$ cat src/rtl/gray_step_decoder.sv
// Synchronizes, debounces and decodes a reflected Gray code from pins into step events and a position count.
// Define GRAY_DEC_ERR_CNT_EN to build the saturating illegal-jump counter on err_cnt.
module gray_step_decoder #(
  parameter int WIDTH           = 4,
  parameter int DEBOUNCE_CYCLES = 4
) (
  input  logic             clk,
  input  logic             arst_n,
  input  logic [WIDTH-1:0] gray_in,
  output logic [WIDTH-1:0] bin_out,
  output logic             valid,
  output logic             dir,
  output logic             err,
  output logic [7:0]       position,
  output logic [7:0]       err_cnt
);

  localparam int CNT_W = $clog2(DEBOUNCE_CYCLES + 1);
  localparam logic [CNT_W-1:0] CNT_LAST = CNT_W'(DEBOUNCE_CYCLES - 1);

  logic [WIDTH-1:0] r_sync1;
  logic [WIDTH-1:0] r_sync2;
  logic [WIDTH-1:0] r_cand;
  logic [CNT_W-1:0] r_cnt;
  logic [WIDTH-1:0] r_acc;
  logic             r_pend;
  logic [WIDTH-1:0] r_pendBin;

  logic [WIDTH-1:0] w_nb;
  logic [WIDTH-1:0] w_obPlus;
  logic [WIDTH-1:0] w_obMinus;
  logic             w_isUp;
  logic             w_isDown;

  function automatic logic [WIDTH-1:0] gray2bin(input logic [WIDTH-1:0] g);
    logic [WIDTH-1:0] b;
    b[WIDTH-1] = g[WIDTH-1];
    for (int i = WIDTH - 2; i >= 0; i--) begin
      b[i] = b[i+1] ^ g[i];
    end
    return b;
  endfunction

  always_comb begin
    w_nb      = gray2bin(r_cand);
    w_obPlus  = bin_out + WIDTH'(1);
    w_obMinus = bin_out - WIDTH'(1);
    w_isUp    = (r_pendBin == w_obPlus);
    w_isDown  = (r_pendBin == w_obMinus);
  end

  // The commit decision is registered into r_pend so outputs update one edge later.
  always_ff @(posedge clk or negedge arst_n) begin
    if (!arst_n) begin
      r_sync1   <= '0;
      r_sync2   <= '0;
      r_cand    <= '0;
      r_cnt     <= '0;
      r_acc     <= '0;
      r_pend    <= 1'b0;
      r_pendBin <= '0;
    end else begin
      r_sync1 <= gray_in;
      r_sync2 <= r_sync1;
      r_pend  <= 1'b0;
      if (r_sync2 != r_cand) begin
        r_cand <= r_sync2;
        r_cnt  <= '0;
      end else if (r_cnt < CNT_LAST) begin
        r_cnt <= r_cnt + CNT_W'(1);
      end else if (r_cand != r_acc) begin
        r_acc     <= r_cand;
        r_pend    <= 1'b1;
        r_pendBin <= w_nb;
      end
    end
  end

  always_ff @(posedge clk or negedge arst_n) begin
    if (!arst_n) begin
      bin_out  <= '0;
      valid    <= 1'b0;
      err      <= 1'b0;
      dir      <= 1'b1;
      position <= 8'd0;
    end else begin
      valid <= 1'b0;
      err   <= 1'b0;
      if (r_pend) begin
        bin_out <= r_pendBin;
        if (w_isUp) begin
          valid    <= 1'b1;
          dir      <= 1'b1;
          position <= position + 8'd1;
        end else if (w_isDown) begin
          valid    <= 1'b1;
          dir      <= 1'b0;
          position <= position - 8'd1;
        end else begin
          err <= 1'b1;
        end
      end
    end
  end

`ifdef GRAY_DEC_ERR_CNT_EN
  logic [7:0] r_errCnt;

  always_ff @(posedge clk or negedge arst_n) begin
    if (!arst_n) begin
      r_errCnt <= 8'd0;
    end else if (r_pend && !w_isUp && !w_isDown && (r_errCnt != 8'hFF)) begin
      r_errCnt <= r_errCnt + 8'd1;
    end
  end

  assign err_cnt = r_errCnt;
`else
  assign err_cnt = 8'd0;
`endif

endmodule

$ cat config.mk
export PLATFORM = sky130hd
export DESIGN_NAME = gray_step_decoder
export DESIGN_NICKNAME = d
export VERILOG_FILES = /design/src/rtl/gray_step_decoder.sv
export SDC_FILE = /design/constraint.sdc
export NUM_CORES = 1
export LEC_CHECK = 0
export CORE_MARGIN = 2
export CORE_UTILIZATION = 40
export DETAILED_ROUTE_END_ITERATION = 10
export GPL_ROUTABILITY_DRIVEN = 0
export PLACE_DENSITY = 0.67
export SYNTH_ARGS = -nofsm -noshare
export SYNTH_HDL_FRONTEND = slang
export SYNTH_SLANG_ARGS = --single-unit
$ cat constraint.sdc
create_clock -name clk -period 4 [get_ports clk]
set_input_delay 1.2 -clock clk [delete_from_list [all_inputs] [get_ports clk]]
set_output_delay 1.2 -clock clk [all_outputs]
set_load 0.01 [all_outputs]
==> flow_summary.json, run 1 <==
{
  "post_cts_setup_buffers": 0,
  "leakage_nw": 1.00,
  "clock_latency_ns": 0.28,
  "cts_buffer_depth": 2,
  "timing_worst_slew_pin_value_ns": 0.879,
  "globalRouteOverflowTotal": 0,
  "initial_antenna_violation_count": 0,
  "worstPathCellList": "inv_1, ha_1, xnor2_1, nor4b_4, inv_1, ha_1, a21o_1, a21oi_1, o21ai_0, o31ai_1, mux2i_1, xor2_1",
  "detail_route.wirelength_mm": 3.07,
  "first_pass_iters": 4,
  "average_instance_area_after_synthesis_um2": 11.5,
  "fraction_of_final_layout_cells_sized_beyond_drive_strength_1_pct": 13.6,
  "worstSetupStartpointType": "register",
  "worstHoldEndpoint": "r_sync2[0]",
  "die_boundary_width_um": 72.0,
  "rsz0062_at_grt": "no",
  "reg2regPathDepth": 12,
  "cts_tree": "done",
  "synth.mux.area_fraction_pct": 5.41,
  "num-nets-final": 199,
  "grt_met3_usage_pct": 4.17,
  "number_of_global_route_vias_before_repair": 1257,
  "fin_worst_skew_ns": 0.00827,
  "drtAntennaViolNets": 0,
  "routedWlPerCell_um": 13.0,
  "initial_utilization_pct": 41.9,
  "critPathMaxFanout": 6,
  "yosys.area.top_type_share_pct": 50.0,
  "dominant_combinational_cell_family_by_area_after_synthesis": "XOR/XNOR gates",
  "regToRegEndpoint": "position[7]",
  "die_area_um2": 5190,
  "portBuffers": 20,
  "cts-hold-fix-buffers": 0,
  "timing.critical_path.arrival_ns": 3.46,
  "synth_enable_flop_cells": 0,
  "cts.sinks": 38,
  "placed_area_um2": 2070,
  "min-delay-path-class": "register to register",
  "totalNegativeSetupSlack_ns": 0,
  "worst_hold_path.num_cells": 0,
  "area_delta_synth_final_pct": 16.8,
  "setup_violations": 0,
  "fmax_mhz": 306,
  "numCtsBuffers": 5,
  "layout.cells.most_common_list": "dfrtp_1, clkdlybuf4s50_1, nand2_1, xor2_1, xnor2_1",
  "cap_violations": 0,
  "post-route-drc-count": 0,
  "r2r_slack_ns": 0.74,
  "synth.lib_cells_used.distinct": 33,
  "area_fraction_in_compound_gates_after_synthesis_pct": 8.18,
  "outcome": "finished, final reports clean",
  "final-hold-violation-count": 0,
  "timing.final.crit_period_ns": 3.26,
  "post-route-cell-area_um2": 2160,
  "synthCells": 161,
  "critical_path.reg2reg.startpoint": "bin_out[0]",
  "top_level_ports": 29,
  "top_usage_layer": "met2",
  "core_region_area_um2": 4410,
  "final_max_slew_viol_count": 0,
  "groute.layer.met2.usage_pct": 24.7,
  "num_antenna_cells": 0,
  "synthTopCellsByArea": "dfrtp_1, xor2_1, ha_1",
  "post_synth_xor_area_fraction_pct": 12.2,
  "detailroute.via_count": 1161,
  "worstHoldStart": "r_sync1[0]",
  "worstSetupEndpointType": "register",
  "synth_area_um2": 1850,
  "clock-root-buffer": "clkbuf_8",
  "layout_commonest_cell": "dfrtp_1",
  "sequential_to_total_area_share_from_yosys_stat_pct": 51.5,
  "largest_net_degree_at_the_start_of_global_routing": 21,
  "htree_levels": 2,
  "synth_simple_gate_area_share_pct": 9.20,
  "power.density_nw_per_um2": 320,
  "drt-vias-per-instance": 4.92,
  "post_cts_resized": 0,
  "chipHeight_um": 72.0,
  "synthFlopType": "dfrtp_1",
  "ir_drop_v": 0.000172,
  "ys_ff_latch": 38,
  "grt_first_pass_wirelength_mm": 5.55,
  "synth.largest_area_cell": "dfrtp_1",
  "critical_path_class": "register to register",
  "rows": 24,
  "post_synthesis_share_of_cell_area_spent_on_full_adders_half_adders_and_majority_gates_pct": 7.17,
  "post-route-period-util_pct": 81.6,
  "grt_use_total_pct": 13.9,
  "globalRouteMet1Util_pct": 15.6,
  "clock_slew_at_the_register_clock_pins_of_the_worst_setup_and_hold_paths_ns": 0.07,
  "drt_iter0_markers": 56,
  "asyncSetResetFlopFracSynth_pct": 100,
  "cpPeakStageDelay_ns": 0.45,
  "yosys_warnings": 0,
  "required_ns": 4.20,
  "slew-limit-headroom_pct": 41.2,
  "cp_slowest_cell": "dfrtp_1",
  "dp_hpwl_mm": 2.38
}
-- through the flow --
step	total power, mW	utilization, %	hold slack, ns	setup WS, ns	cells
5_1_grt	0.729	49.0	0.366	0.466	236
6_report	0.692	49.0	0.354	0.737	236
3_5_place_dp	0.435	46.8	0.339	0.745	228
3_3_place_gp	0.433	46.8	0.332	0.876	228
4_1_cts	0.703	49.0	0.356	0.702	236
2_1_floorplan	0.424	-	0.331	0.990	168
-- layer usage --
layer | vias to the layer above | routed length, um
met1 | 565 | 1320
met3 | 4 | 107
li1 | 563 | -
met5 | - | 0
met4 | 0 | 40
met2 | 29 | 1600
-- cell families (layout without fill, tap and decap cells) --
kind of cell,after synthesis,in the layout
AO/OA/AOI/OAI,26,26
multiplexers,9,9
XOR/XNOR,25,25
AND/OR/NAND/NOR,32,32
adder cells (fa/ha/maj),10,10
flip-flops,38,38
buffers and inverters,20,36
other,1,8
-- Yosys cell counts (2+ instances only) --
master and number:
dfrtp_1 37, o21ai_0 8, o21ai_2 3, ha_1 9, nor3_1 3, nand2b_1 2
clkbuf_1 4, nand2_1 16, o31ai_1 2, a21oi_1 7, mux2_2 8, o21ai_1 4
buf_4 8, xnor2_1 10, nor2_1 4, inv_1 6, xor2_1 14
-- how the worst max path moves through the flow --
stage / cells after the start / slack (ns) / to / from
after floorplan: 12 / 0.99 / position[7] / bin_out[0]
after global placement: 12 / 0.88 / position[7] / bin_out[0]
after detailed placement: 12 / 0.75 / position[7] / bin_out[0]
after CTS: 12 / 0.70 / position[7] / bin_out[0]
after global routing: 12 / 0.47 / position[7] / bin_out[0]
final: 12 / 0.74 / position[7] / bin_out[0]
-- power breakdown --
group | leakage (nW) | internal, mW | switching (mW)
Combinational | 0.456 | 0.0124 | 0.0172
Sequential | 0.499 | 0.391 | 0.00588
Clock | 0.0472 | 0.138 | 0.127
-- cell type report --
type | count | area, um^2
fill | 385 | 2250
sequential | 38 | 952
multi-input combinational | 110 | 811
timing repair buffer | 22 | 215
clock buffer | 6 | 82.6
tap | 52 | 65.1
inverter | 6 | 22.5
clock inverter | 2 | 12.5
-- critical path: cells and delay by family (launching register included) --
family	cells	cell delay, ns
mux	1	0.25
fa+ha+maj	2	0.62
compound gates	4	0.81
flops	1	0.45
xor+xnor	2	0.37
simple gates	1	0.38
buf+inv	2	0.31
-- state kept, by name (all words and copies together) (netlist names), 3 cells and up --
| signal | flops |
|---|---|
| r_pendBin | 3 |
| r_cnt | 3 |
| r_acc | 4 |
| r_sync1 | 4 |
| position | 8 |
| r_sync2 | 4 |
| bin_out | 4 |
| r_cand | 4 |
Note: power is estimated with default switching activity, not from simulation.
==> run 2: changes to the inputs <==
Settings changed: PLACE_DENSITY 0.67 to 0.7.
Clock period 4 ns to 2.9 ns, I/O delays scaled along.
==> flow_summary.json, run 2 (synthesis results as in run 1) <==
{
  "top_level_ports": 29,
  "critical_path_class": "register to register",
  "cts-hold-fix-buffers": 0,
  "ir_drop_v": 0.000365,
  "routedWlPerCell_um": 11.9,
  "worstSetupEndpointType": "register",
  "worstPathCellList": "inv_1, ha_1, xnor2_2, nor4b_4, inv_2, ha_1, a21o_1, a21oi_2, o21ai_2, o31ai_2, mux2i_1, xor2_1",
  "timing.critical_path.arrival_ns": 2.94,
  "fraction_of_final_layout_cells_sized_beyond_drive_strength_1_pct": 19.4,
  "cts.sinks": 38,
  "grt_first_pass_wirelength_mm": 5.09,
  "drtAntennaViolNets": 0,
  "final_max_slew_viol_count": 0,
  "swShare_pct": 21.4,
  "num_antenna_cells": 0,
  "timing_worst_slew_pin_value_ns": 0.800,
  "outcome": "finished, final reports clean",
  "top_register": "position",
  "final_std_cells_w_o_fill": 238,
  "min-delay-path-class": "register to register",
  "p_int_mw": 0.809,
  "cpPeakStageDelay_ns": 0.41,
  "critPathMaxFanout": 6,
  "power_frac_clock_pct": 43.3,
  "post-place-cells": 228,
  "clock-root-buffer": "clkbuf_8",
  "slew-limit-headroom_pct": 46.6,
  "portBuffers": 20,
  "htree_levels": 2,
  "numCtsBuffers": 5,
  "initial_utilization_pct": 41.9,
  "leakage_nw": 1.02,
  "post-route-drc-count": 0,
  "rsz0062_at_grt": "yes",
  "layout_commonest_cell": "dfrtp_1",
  "hold-worst-slack_ns": 0.352,
  "core_region_area_um2": 4410,
  "power.switching_mw": 0.221,
  "largest_register_ffs": 8,
  "detailroute.via_count": 1149,
  "path_common_cell": "ha_1",
  "cts_buffer_depth": 2,
  "largest_net_degree_at_the_start_of_global_routing": 39,
  "layout.cells.most_common_list": "dfrtp_1, clkdlybuf4s50_1, nand2_1, xor2_1",
  "cap_violations": 0,
  "dp_hpwl_mm": 1.98,
  "fmax_mhz": 368,
  "clock_slew_at_the_register_clock_pins_of_the_worst_setup_and_hold_paths_ns": 0.08,
  "first_pass_iters": 4,
  "power.sequential.fraction_pct": 53.1,
  "setup_violations": 0,
  "area_delta_synth_final_pct": 20.1,
  "clock_latency_ns": 0.29,
  "drt_iter0_markers": 50,
  "post-route-period-util_pct": 93.8,
  "globalRouteOverflowTotal": 0,
  "power.share.combinational_pct": 3.6,
  "fin_worst_skew_ns": 0.00365,
  "worstSetupStartpointType": "register",
  "power.density_nw_per_um2": 463,
  "num-nets-final": 201,
  "cp_slowest_cell": "dfrtp_2",
  "final-hold-violation-count": 0,
  "chipHeight_um": 72.0,
  "initial_antenna_violation_count": 0,
  "detail_route.wirelength_mm": 2.83,
  "die_area_um2": 5190,
  "timing.final.crit_period_ns": 2.72,
  "rows": 24,
  "number_of_global_route_vias_before_repair": 1142,
  "required_ns": 3.12,
  "cts_tree": "done",
  "grt_use_total_pct": 12.6,
  "die_boundary_width_um": 72.0,
  "drt-vias-per-instance": 4.83
}
## run 2: layout make-up
type                            count  area [um^2]
Clock buffer                        5         68.8
Timing Repair Buffer               24          225
Multi-Input combinational cell    110          843
Sequential cell                    38          953
Inverter                            6         22.5
Tap cell                           52         65.1
Clock inverter                      3         45.0
Fill cell                         406         2190
## run 2: worst paths after layout
path / start / cells after the start / slack (ns) / to
min in group asynchronous: arst_n / 1 / 0.66 / r_sync2[1]
max in group asynchronous: arst_n / 1 / 1.68 / bin_out[0]
min: r_sync1[0] / 0 / 0.35 / r_sync2[0]
max reg2reg: bin_out[0] / 12 / 0.18 / position[7]
min reg2reg: r_sync1[0] / 0 / 0.35 / r_sync2[0]
max: bin_out[0] / 12 / 0.18 / position[7]
## run 2: critical path: cells and delay by family (launching register included)
family | cells | cell delay, ns
AO/OA/AOI/OAI | 4 | 0.64
adder cells (fa/ha/maj) | 2 | 0.60
flip-flops | 1 | 0.41
XOR/XNOR | 2 | 0.32
AND/OR/NAND/NOR | 1 | 0.25
multiplexers | 1 | 0.24
buffers and inverters | 2 | 0.18
## run 2: layer usage
layer | global-route usage (%) | part of all wire, % | wire length [um] | vias up
li1 | - | - | - | 568
met1 | 16.8 | 48 | 1350 | 550
met2 | 19.8 | 46 | 1310 | 25
met3 | 2.22 | 4.0 | 112 | 6
met4 | 6.92 | 2.1 | 59 | 0
met5 | 0 | 0 | 0 | -
## run 2: power by group through the flow
stage | clock network (mW) | logic, mW | registers [mW]
floorplan | 0 | 0.0291 | 0.556
global placement | 0 | 0.0379 | 0.557
detailed placement | 0 | 0.0385 | 0.558
CTS | 0.460 | 0.0386 | 0.547
global route | 0.483 | 0.0431 | 0.549
finish | 0.446 | 0.0371 | 0.547
## run 2: what timing repair did
action / CTS / global route
resized for setup: 0 / 5
pin swaps: 1 / 0
setup endpoints to repair: 1 / 2
buffers inserted: 0 / 2
endpoints found under the hold margin: 0 / 0
## run 2: stage by stage
step	cell area (um^2)	util [%]	total power, mW	setup slack [ns]	TNS, ns
floorplan	1890	-	0.585	0.0159	0
global placement	2070	46.9	0.595	0.0897	0
detailed placement	2070	46.9	0.596	0.0109	0
CTS	2180	49.5	1.05	0.0402	0
global route	2220	50.4	1.07	-0.0777	-0.0974
finish	2220	50.4	1.03	0.179	0
==> run 3: changes to the inputs <==
Settings changed: CORE_UTILIZATION 40 to 48, PLACE_DENSITY 0.7 to 0.8.
==> flow_summary.json, run 3 (synthesis results as in run 1) <==
{
  "outcome": "finished, final reports clean",
  "post-route-drc-count": 0,
  "num-nets-final": 204,
  "layout.cells.most_common_list": "dfrtp_1, clkdlybuf4s50_1, nand2_1, xor2_1",
  "detail_route.wirelength_mm": 3.15,
  "cap_violations": 0,
  "timing_worst_slew_pin_value_ns": 0.666,
  "timing.final.crit_period_ns": 2.77,
  "slew-limit-headroom_pct": 55.6,
  "setup.worst_path.start": "bin_out[0]",
  "groute.layer.met2.usage_pct": 28.2,
  "fin_worst_skew_ns": 0.00751,
  "fin_total_pwr_mw": 0.916,
  "globalRouteOverflowTotal": 0,
  "dp_hpwl_mm": 2.26,
  "initial_antenna_violation_count": 0,
  "worstHoldStart": "r_sync1[0]",
  "top_register": "position",
  "required_ns": 3.05,
  "cts-hold-fix-buffers": 0,
  "grt_met3_usage_pct": 3.07,
  "detailroute.via_count": 1193,
  "numCtsBuffers": 5,
  "initial_utilization_pct": 50.2,
  "worstSetupStartpointType": "register",
  "critical_path_class": "register to register",
  "cts_tree": "done",
  "portBuffers": 20,
  "fraction_of_final_layout_cells_sized_beyond_drive_strength_1_pct": 20.6,
  "worstSetupEndpointType": "register",
  "ir_drop_v": 0.000297,
  "timing.critical_path.arrival_ns": 2.92,
  "layout_commonest_cell": "dfrtp_1",
  "hold-worst-slack_ns": 0.348,
  "globalRouteMet1Util_pct": 19.1,
  "clock_slew_at_the_register_clock_pins_of_the_worst_setup_and_hold_paths_ns": 0.07,
  "grt_first_pass_wirelength_mm": 5.38,
  "drt-vias-per-instance": 5.03,
  "die_area_um2": 4370,
  "largest_net_degree_at_the_start_of_global_routing": 39,
  "cts.sinks": 38,
  "final_max_slew_viol_count": 0,
  "chipHeight_um": 66.1,
  "grt_use_total_pct": 16.6,
  "power.density_nw_per_um2": 409,
  "largest_register_ffs": 8,
  "rows": 22,
  "critical_path.reg2reg.startpoint": "bin_out[0]",
  "fmax_mhz": 361,
  "critPathMaxFanout": 6,
  "top_usage_layer": "met2",
  "final-hold-violation-count": 0,
  "routedWlPerCell_um": 13.3,
  "number_of_global_route_vias_before_repair": 1242,
  "first_pass_iters": 4,
  "cts_buffer_depth": 2,
  "post-route-period-util_pct": 95.6,
  "min-delay-path-class": "register to register",
  "setup_violations": 0,
  "clock_latency_ns": 0.28,
  "leakage_nw": 1.03,
  "num_antenna_cells": 0,
  "area_delta_synth_final_pct": 21.0,
  "drt_iter0_markers": 23,
  "top_level_ports": 29,
  "core_region_area_um2": 3690,
  "drtAntennaViolNets": 0,
  "clock-root-buffer": "clkbuf_8",
  "die_boundary_width_um": 66.1,
  "htree_levels": 2
}
==> run 3: cell count changes in the layout (fill, tap and decap cells not counted), sizes merged <==
cell | before | now
clkbuf | 5 | 8
buf | 5 | 7
clkdlybuf4s50 | 19 | 20
clkinvlp | 2 | 0
bufinv | 1 | 0
==> run 3: area by class of cell <==
class | instances | area, um^2
Clock buffer | 8 | 80.1
Multi-Input combinational cell | 110 | 870
Fill cell | 309 | 1450
Inverter | 6 | 22.5
Tap cell | 48 | 60.1
Timing Repair Buffer | 27 | 253
Sequential cell | 38 | 955
==> run 3: timing repair <==
| item | 4_1_cts | 5_1_grt |
|---|---|---|
| pin swaps | 1 | 5 |
| buffers inserted | 0 | 4 |
| gates resized for setup | 1 | 9 |
| endpoints found under the setup margin | 1 | 2 |
| endpoints found under the hold margin | 0 | 0 |
==> run 3: metal layers <==
layer	wire length, um	share of wire, %	vias to the layer above
met5	0	0	-
met3	103	3.3	9
met4	80	2.5	0
li1	-	-	571
met2	1640	52	26
met1	1320	42	587
==> run 3: path summary, 6_finish.rpt <==
path                                to  slack (ns)  cells past startpoint
min in group asynchronous    r_cand[1]        1.00                      2
max in group asynchronous          dir        1.55                      2
setup / recovery           position[6]        0.13                     12
hold / removal              r_sync2[0]        0.35                      0
hold reg to reg             r_sync2[0]        0.35                      0
setup reg to reg           position[6]        0.13                     12
==> run 3: critical path, stage by stage (launching register included) <==
cell and delay [ns]:
dfrtp_2 0.45, inv_2 0.09, ha_4 0.22, xnor2_4 0.18, nor4b_4 0.26, inv_2 0.12
ha_1 0.35, nor2b_1 0.16, nor3_1 0.23, o21bai_1 0.14, a21oi_1 0.19, xor2_1 0.19
o21ai_2 0.07
==> run 3: where the power goes <==
group	leakage [nW]	switching, mW	total, mW	internal (mW)
clock	0.0395	0.158	0.328	0.170
sequential	0.496	0.00842	0.548	0.540
combinational	0.490	0.0230	0.0393	0.0163
==> run 3: through the flow <==
stage	cells	setup WS, ns	cell area (um^2)	TNS (ns)	util [%]
floorplan	168	0.0159	1890	0	-
global placement	225	0.115	2080	0	56.3
detailed placement	225	-0.0512	2080	-0.0512	56.3
CTS	233	0.0137	2160	0	58.6
global route	237	-0.0311	2240	-0.0589	60.7
finish	237	0.128	2240	0	60.7
